### config.mk
export PLATFORM = sky130hd
export DESIGN_NAME = ub_read_sequencer
export DESIGN_NICKNAME = d
export VERILOG_FILES = /design/src/rtl/ub_pkg.sv /design/src/rtl/skew_delay_line.sv /design/src/rtl/ub_read_sequencer.sv
export SDC_FILE = /design/constraint.sdc
export NUM_CORES = 2
export LEC_CHECK = 0
export ABC_AREA = 1
export BUFFER_PORTS_ARGS = -buffer_cell sky130_fd_sc_hd__buf_4
export CORE_MARGIN = 2
export CORE_UTILIZATION = 53
export CTS_CLUSTER_SIZE = 14
export DETAILED_ROUTE_END_ITERATION = 7
export GPL_TIMING_DRIVEN = 0
export PLACE_DENSITY_LB_ADDON = 0.2
export SLEW_MARGIN = 20
export SYNTH_ARGS = -nofsm -noshare
export SYNTH_HDL_FRONTEND = slang
export SYNTH_SLANG_ARGS = --single-unit
### constraint.sdc
create_clock -name CLK -period 2.4 [get_ports CLK]
set_input_delay 0.24 -clock CLK [delete_from_list [all_inputs] [get_ports CLK]]
set_output_delay 0.24 -clock CLK [all_outputs]
set_load 0.01 [all_outputs]
### src/rtl/ub_pkg.sv
// Shared types and sizing helpers for the Unified Buffer and its read sequencer.
package ub_pkg;

    typedef enum logic [1:0] {
        IDLE  = 2'd0,
        ISSUE = 2'd1,
        DRAIN = 2'd2
    } seq_state_t;

    // Row address width for a bank of the given depth (never narrower than 1 bit).
    function automatic int row_bits(input int depth);
        return (depth > 1) ? $clog2(depth) : 1;
    endfunction

    // Row-count width: one extra bit so a full-bank length is representable.
    function automatic int len_bits(input int depth);
        return row_bits(depth) + 1;
    endfunction

    // Drain counter width: counts 0..num_banks inclusive.
    function automatic int drain_bits(input int num_banks);
        return $clog2(num_banks + 2);
    endfunction

endpackage

### src/rtl/skew_delay_line.sv
// Valid+data shift register used to skew one feed lane by DEPTH cycles.
// DEPTH=0 degenerates to a wire-through.
module skew_delay_line #(
    parameter int DATA_WIDTH = 8,
    parameter int DEPTH      = 0
) (
    input  logic                  clk_i,
    input  logic                  sync_rst_i,
    input  logic                  en_i,
    input  logic                  in_valid_i,
    input  logic [DATA_WIDTH-1:0] in_data_i,
    output logic                  out_valid_o,
    output logic [DATA_WIDTH-1:0] out_data_o
);

    generate
        if (DEPTH == 0) begin : g_wire
            logic unused_ctrl;
            assign unused_ctrl = ^{clk_i, sync_rst_i, en_i};
            assign out_valid_o = in_valid_i;
            assign out_data_o  = in_data_i;
        end else begin : g_shift
            logic [DEPTH-1:0]                 valid_q;
            logic [DEPTH-1:0][DATA_WIDTH-1:0] data_q;

            // Shift valid and data together; the whole line freezes while disabled.
            always_ff @(posedge clk_i) begin
                if (sync_rst_i) begin
                    valid_q <= '0;
                    data_q  <= '0;
                end else if (en_i) begin
                    valid_q[0] <= in_valid_i;
                    data_q[0]  <= in_data_i;
                    for (int i = 1; i < DEPTH; i++) begin
                        valid_q[i] <= valid_q[i-1];
                        data_q[i]  <= data_q[i-1];
                    end
                end
            end

            assign out_valid_o = valid_q[DEPTH-1];
            assign out_data_o  = data_q[DEPTH-1];
        end
    endgenerate

endmodule

### src/rtl/ub_read_sequencer.sv
// Unified Buffer read-side initiator: takes one (base, length, mask) command,
// issues one row read per cycle on all banks, and returns the rows as a
// diagonally skewed feed (lane b delayed b cycles) for the systolic array.
module ub_read_sequencer
    import ub_pkg::*;
#(
    parameter  int DATA_WIDTH = 8,
    parameter  int NUM_BANKS  = 16,
    parameter  int BANK_DEPTH = 4096,
    localparam int ROW_BITS   = row_bits(BANK_DEPTH),
    localparam int LEN_BITS   = len_bits(BANK_DEPTH)
) (
    input  logic                            CLK,
    input  logic                            SYNC_RST,
    input  logic                            EN,
    input  logic                            CmdValid,
    output logic                            CmdReady,
    input  logic [ROW_BITS-1:0]             CmdBaseAddress,
    input  logic [LEN_BITS-1:0]             CmdLength,
    input  logic [NUM_BANKS-1:0]            CmdBankMask,
    output logic [NUM_BANKS-1:0]            ReadValid,
    output logic [NUM_BANKS*ROW_BITS-1:0]   ReadAddress,
    input  logic [NUM_BANKS*DATA_WIDTH-1:0] ReadData,
    output logic [NUM_BANKS-1:0]            FeedValid,
    output logic [NUM_BANKS*DATA_WIDTH-1:0] FeedData,
    output logic                            Busy,
    output logic                            Done
);

    localparam int DRAIN_BITS = drain_bits(NUM_BANKS);

    seq_state_t             state_q,  state_d;
    logic [LEN_BITS-1:0]    row_q,    row_d;
    logic [DRAIN_BITS-1:0]  drain_q,  drain_d;
    logic [ROW_BITS-1:0]    base_q,   base_d;
    logic [LEN_BITS-1:0]    len_q,    len_d;
    logic [NUM_BANKS-1:0]   mask_q,   mask_d;
    logic                   zero_q,   zero_d;

    logic [ROW_BITS-1:0]    row_addr;
    logic                   last_row;
    logic                   last_drain;

    // Address adder is ROW_BITS wide so the row index wraps naturally at BANK_DEPTH.
    assign row_addr   = base_q + row_q[ROW_BITS-1:0];
    assign last_row   = (row_q == (len_q - LEN_BITS'(1)));
    assign last_drain = (drain_q == DRAIN_BITS'(NUM_BANKS));

    // Control registers: reset dominates, EN low freezes everything.
    always_ff @(posedge CLK) begin
        if (SYNC_RST) begin
            state_q <= IDLE;
            row_q   <= '0;
            drain_q <= '0;
            base_q  <= '0;
            len_q   <= '0;
            mask_q  <= '0;
            zero_q  <= 1'b0;
        end else if (EN) begin
            state_q <= state_d;
            row_q   <= row_d;
            drain_q <= drain_d;
            base_q  <= base_d;
            len_q   <= len_d;
            mask_q  <= mask_d;
            zero_q  <= zero_d;
        end
    end

    // Next-state logic: IDLE accepts, ISSUE walks rows, DRAIN waits out the skew.
    always_comb begin
        state_d = state_q;
        row_d   = row_q;
        drain_d = drain_q;
        base_d  = base_q;
        len_d   = len_q;
        mask_d  = mask_q;
        zero_d  = 1'b0;
        unique case (state_q)
            IDLE: begin
                if (CmdValid) begin
                    base_d  = CmdBaseAddress;
                    len_d   = CmdLength;
                    mask_d  = CmdBankMask;
                    row_d   = '0;
                    drain_d = '0;
                    if (CmdLength != '0) begin
                        state_d = ISSUE;
                    end else begin
                        zero_d = 1'b1;
                    end
                end
            end
            ISSUE: begin
                if (last_row) begin
                    state_d = DRAIN;
                    drain_d = '0;
                end else begin
                    row_d = row_q + LEN_BITS'(1);
                end
            end
            DRAIN: begin
                if (last_drain) begin
                    state_d = IDLE;
                end else begin
                    drain_d = drain_q + DRAIN_BITS'(1);
                end
            end
            default: state_d = IDLE;
        endcase
    end

    // Command-side and UB-side outputs; a read only happens in an enabled cycle.
    always_comb begin
        CmdReady    = (state_q == IDLE);
        Busy        = (state_q != IDLE);
        ReadValid   = (EN && state_q == ISSUE) ? mask_q : '0;
        ReadAddress = (state_q == ISSUE) ? {NUM_BANKS{row_addr}} : '0;
        Done        = EN && (zero_q || (state_q == DRAIN && last_drain));
    end

    logic [NUM_BANKS-1:0]            rd_valid_q;
    logic [NUM_BANKS-1:0]            lane_valid_q;
    logic [NUM_BANKS*DATA_WIDTH-1:0] lane_data_q;

    // Track which banks were read (aligned with UB's 1-cycle latency), then
    // register the returned rows; unread lanes carry zero, not the UB's held data.
    always_ff @(posedge CLK) begin
        if (SYNC_RST) begin
            rd_valid_q   <= '0;
            lane_valid_q <= '0;
            lane_data_q  <= '0;
        end else if (EN) begin
            rd_valid_q   <= ReadValid;
            lane_valid_q <= rd_valid_q;
            for (int b = 0; b < NUM_BANKS; b++) begin
                lane_data_q[b*DATA_WIDTH +: DATA_WIDTH] <=
                    rd_valid_q[b] ? ReadData[b*DATA_WIDTH +: DATA_WIDTH] : '0;
            end
        end
    end

    generate
        for (genvar b = 0; b < NUM_BANKS; b++) begin : g_lane
            skew_delay_line #(
                .DATA_WIDTH (DATA_WIDTH),
                .DEPTH      (b)
            ) u_skew (
                .clk_i       (CLK),
                .sync_rst_i  (SYNC_RST),
                .en_i        (EN),
                .in_valid_i  (lane_valid_q[b]),
                .in_data_i   (lane_data_q[b*DATA_WIDTH +: DATA_WIDTH]),
                .out_valid_o (FeedValid[b]),
                .out_data_o  (FeedData[b*DATA_WIDTH +: DATA_WIDTH])
            );
        end
    endgenerate

endmodule

==> load_flow_metrics.sql <==
INSERT INTO impl_metrics (metric_group, metric, value, unit) VALUES
('outcome', 'run_status', 'finished, violations left', ''),
('outcome', 'violations', 'negative setup slack', ''),
('floorplanning', 'core_region_area', '90100', 'um2'),
('logic_synthesis', 'synth_seq_cells', '1302', ''),
('sta', 'timing_worst_slew_pin_value', '1.19', 'ns'),
('global_route', 'grt_overflow_total', '0', ''),
('place', 'port-buffer-count', '525', ''),
('drt', 'drtIter0Drc', '3539', ''),
('sta', 'fmaxAchievable', '316', 'MHz'),
('logic_synthesis', 'mapped_cell_area', '48200', 'um2'),
('global_route', 'first_global_vias', '41600', ''),
('logic_synthesis', 'async_reset_ff_share', '0', '%'),
('floorplanning', 'design.die.area', '93400', 'um2'),
('sta', 'max_slew_margin', '20.7', '%'),
('drt', 'postRouteAntennaNets', '0', ''),
('power_and_ir_drop', 'report.power.total', '49.0', 'mW'),
('place', 'gp_congestion', '0.910', ''),
('setup_path', 'critPathRequiredTime', '2.16', 'ns'),
('logic_synthesis', 'yosysUniqueCellTypes', '31', ''),
('global_route', 'wire_length_of_the_first_global_routing_pass', '217000', 'um'),
('power_and_ir_drop', 'comb_power_share', '9.9', '%'),
('sta', 'final_max_slew_viol_count', '0', ''),
('setup_path', 'worstPathMaxFanout', '8', ''),
('sta', 'setup_repair_after_global_routing_missed_its_margin', 'yes', ''),
('clocking', 'cts_num_sinks', '1302', ''),
('sta', 'min_period_over_period', '132', '%'),
('floorplanning', 'floorplan.io_pins', '528', ''),
('floorplanning', 'initial_util', '53.5', '%'),
('clocking', 'cts_tree', 'done', ''),
('drt', 'drt_pass_1_iters', '6', ''),
('finish', 'area_delta_synth_final', '28.4', '%'),
('finish', 'nNetsFinal', '7363', ''),
('power_and_ir_drop', 'swShare', '24.4', '%'),
('sta', 'setup-violations-final', '191', ''),
('setup_path', 'worst-endpoint-arrival', '2.93', 'ns'),
('drt', 'drt-vias-per-instance', '5.19', ''),
('logic_synthesis', 'yosysWarnings', '0', ''),
('logic_synthesis', 'synth-edff-count', '0', ''),
('setup_path', 'worstSetupEndpointType', 'output pin', ''),
('floorplanning', 'dieHeight', '306', 'um'),
('sta', 'finalWorstPathRequiredPeriod', '3.17', 'ns'),
('floorplanning', 'die_w', '306', 'um'),
('clocking', 'clock_insertion_delay_worst_skew', '0.74', 'ns'),
('floorplanning', 'placementRows', '110', ''),
('run', 'max_cap_violations', '0', ''),
('clocking', 'cts-buffers-inserted', '133', ''),
('clocking', 'cts_max_level', '4', ''),
('power_and_ir_drop', 'portion_of_total_power_attributed_to_sequential_cells', '47.7', '%'),
('setup_path', 'timing.critical_path.slowest_cell_delay', '0.45', 'ns'),
('logic_synthesis', 'synth_ff_type', 'dfxtp_1', ''),
('setup_path', 'cp-start-kind', 'flop', ''),
('global_route', 'grt_antenna_before_repair', '3', ''),
('logic_synthesis', 'synth-seq-area-share', '54.1', '%'),
('clocking', 'clock_tree.root_cell', 'clkbuf_16', ''),
('sta', 'finalWorstSetupSlack', '-0.769', 'ns'),
('drt', 'detailroute.via_count', '43900', ''),
('clocking', 'clkTransAtPathRegs', '0.07', 'ns'),
('power_and_ir_drop', 'vdd_ir_drop_max', '0.000679', 'V'),
('setup_path', 'critical_path.cell_chain', 'ha_4, nand2_2, nor2_4, a21oi_2, nor3_2, nor2_1, xor2_2, nor2_4, buf_12, buf_4, buf_4', ''),
('global_route', 'grt_start_max_net_pins', '20', ''),
('power_and_ir_drop', 'power_switching', '11.9', 'mW'),
('drt', 'drc_errors', '0', ''),
('logic_synthesis', 'syn_avg_cell_area', '7.68', 'um2'),
('global_route', 'track_usage', '28.5', '%'),
('setup_path', 'worstSetupPathType', 'reg -> out', ''),
('sta', 'final-hold-violation-count', '0', ''),
('finish', 'drive_above_1_share', '17.1', '%'),
('clocking', 'clk_path_buf_depth', '3', ''),
('finish', 'n_fill_cell', '7295', ''),
('power_and_ir_drop', 'total_leakage_power', '26.4', 'nW'),
('drt', 'post_drt_wl_per_cell', '16.6', 'um'),
('power_and_ir_drop', 'p_clk_share', '42.4', '%'),
('logic_synthesis', 'postSynthCellCount', '6279', ''),
('logic_synthesis', 'mappedNetlistNets', '6468', ''),
('place', 'hpwlAfterDp', '92200', 'um'),
('setup_path', 'cp_buf_inv_count', '3', ''),
('finish', 'finalCoreUtilization', '68.7', '%'),
('sta', 'clock-skew-final', '0.0252', 'ns'),
('setup_path', 'critical_path.top_delay_family', 'simple AND/OR/NAND/NOR gates', ''),
('drt', 'finalWirelength', '140000', 'um'),
('min_path', 'hold_class', 'in -> reg', ''),
('power_and_ir_drop', 'power.density_cell_area', '792', 'nW/um2'),
('power_and_ir_drop', 'cell_internal_pwr', '37.1', 'mW'),
('setup_path', 'crit_path_top_delay_cell', 'dfxtp_1', '');
==> metal layers <==
layer	vias up	track usage, %	wire, um
met3	369	4.47	8660
met2	1367	46.6	64300
met1	20500	38.0	61700
met5	-	0	24
met4	4	11.1	5160
li1	21700	-	-
==> cells by family (layout without fill, tap and decap cells) <==
group | count (synthesis) | after routing | share of synthesized area, %
buffers and inverters | 835 | 1830 | 8.96
flip-flops | 1302 | 1302 | 54.1
adder cells (fa/ha/maj) | 16 | 16 | 0.431
other | 0 | 1 | 0
AND/OR/NAND/NOR | 2741 | 2741 | 21.9
AO/OA/AOI/OAI | 1357 | 1357 | 14.1
XOR/XNOR | 28 | 28 | 0.537
==> power by group through the flow <==
stage	logic (mW)	registers (mW)	clock network [mW]
6_report	4.85	23.4	20.8
5_1_grt	5.40	23.5	21.8
4_1_cts	4.70	23.4	20.9
3_5_place_dp	4.24	23.8	0
3_3_place_gp	4.18	23.8	0
2_1_floorplan	2.81	23.6	0
==> cell usage in the layout, fill, tap and decap left out, drive strengths merged, types with 20 or more instances in the layout <==
| cell type | synthesis | final |
|---|---|---|
| nor2 | 2276 | 2276 |
| dfxtp | 1302 | 1302 |
| o21ai | 1131 | 1131 |
| buf | 375 | 966 |
| clkbuf | 382 | 580 |
| nand2 | 291 | 291 |
| a21oi | 220 | 220 |
| dlygate4sd3 | 0 | 170 |
| nand3 | 155 | 155 |
| inv | 76 | 83 |
| clkinv | 2 | 22 |
| xor2 | 20 | 20 |
==> metrics by stage <==
stage / cells / area (um2) / setup TNS [ns] / hold WS (ns) / setup WS, ns
2_1_floorplan: 6279 / 48300 / -1.08 / 0.403 / -0.0718
3_3_place_gp: 7980 / 53700 / -702.19 / 0.444 / -0.948
3_5_place_dp: 7982 / 53700 / -681.45 / 0.444 / -0.986
4_1_cts: 8438 / 61400 / -74.54 / 0.275 / -0.599
5_1_grt: 8451 / 61900 / -105.11 / 0.311 / -0.800
6_report: 8451 / 61900 / -98.66 / 0.315 / -0.769
==> sequential cells by signal, indices dropped and copies added (netlist names) <==
register,count
len_q,13
drain_q,5
mask_q,16
g_lane.u_skew.out_data_o,120
state_q,2
g_lane.u_skew.g_shift.valid_q,119
rd_valid_q,16
zero_q,1
lane_data_q,128
base_q,12
lane_valid_q,16
g_lane.u_skew.out_valid_o,1
row_q,13
g_lane.u_skew.g_shift.data_q,840
==> worst min-delay path: stages <==
cell and delay, ns:
clkbuf_2 0.30, clkbuf_1 0.31, a21oi_1 0.16
==> Yosys cell counts (2+ instances only) <==
cell,number,area (um2)
o21ai_0,1131,5660
inv_2,2,7.51
xor2_1,20,175
nand3_1,155,776
a21oi_1,220,1100
buf_1,49,184
o21bai_1,2,15.0
nand2_1,287,1080
clkbuf_1,382,1430
xnor2_1,7,61.3
dfxtp_1,1302,26100
o211ai_1,2,15.0
clkinv_1,2,7.51
nor3_1,8,40.0
buf_2,16,80.1
nor2_1,2269,8520
nand4_1,8,50.1
buf_4,309,2320
nor2_2,7,43.8
nand2_4,3,33.8
inv_1,74,278
ha_1,15,188
==> final cells by class <==
cell class / instances / area, um2 / area share, %
Antenna cell: 1 / 2.50 / 0.00404
Buffer: 755 / 4370 / 7.06
Clock buffer: 199 / 3950 / 6.38
Clock inverter: 36 / 448 / 0.724
Inverter: 78 / 303 / 0.489
Multi-Input combinational cell: 4142 / 18400 / 29.8
Sequential cell: 1302 / 26100 / 42.2
Tap cell: 1176 / 1470 / 2.38
Timing Repair Buffer: 762 / 6810 / 11.0
==> worst paths after layout <==
path | startpoint | to | slack, ns | cells past startpoint
max reg2reg | len_q[0] | row_q[5] | 0.13 | 14
min reg2reg | mask_q[9] | mask_q[9] | 0.45 | 2
min | SYNC_RST | lane_data_q[37] | 0.31 | 3
max | base_q[3] | ReadAddress[105] | -0.77 | 11
==> repair_timing <==
action                                 CTS  global route
hold buffers                           170             0
buffers inserted                        48            16
cloned                                   5             2
setup endpoints to repair              566           217
pin swaps                               27            17
gates resized for setup                268           108
endpoints found under the hold margin  171             0
Note: power is estimated with default switching activity, not from simulation.
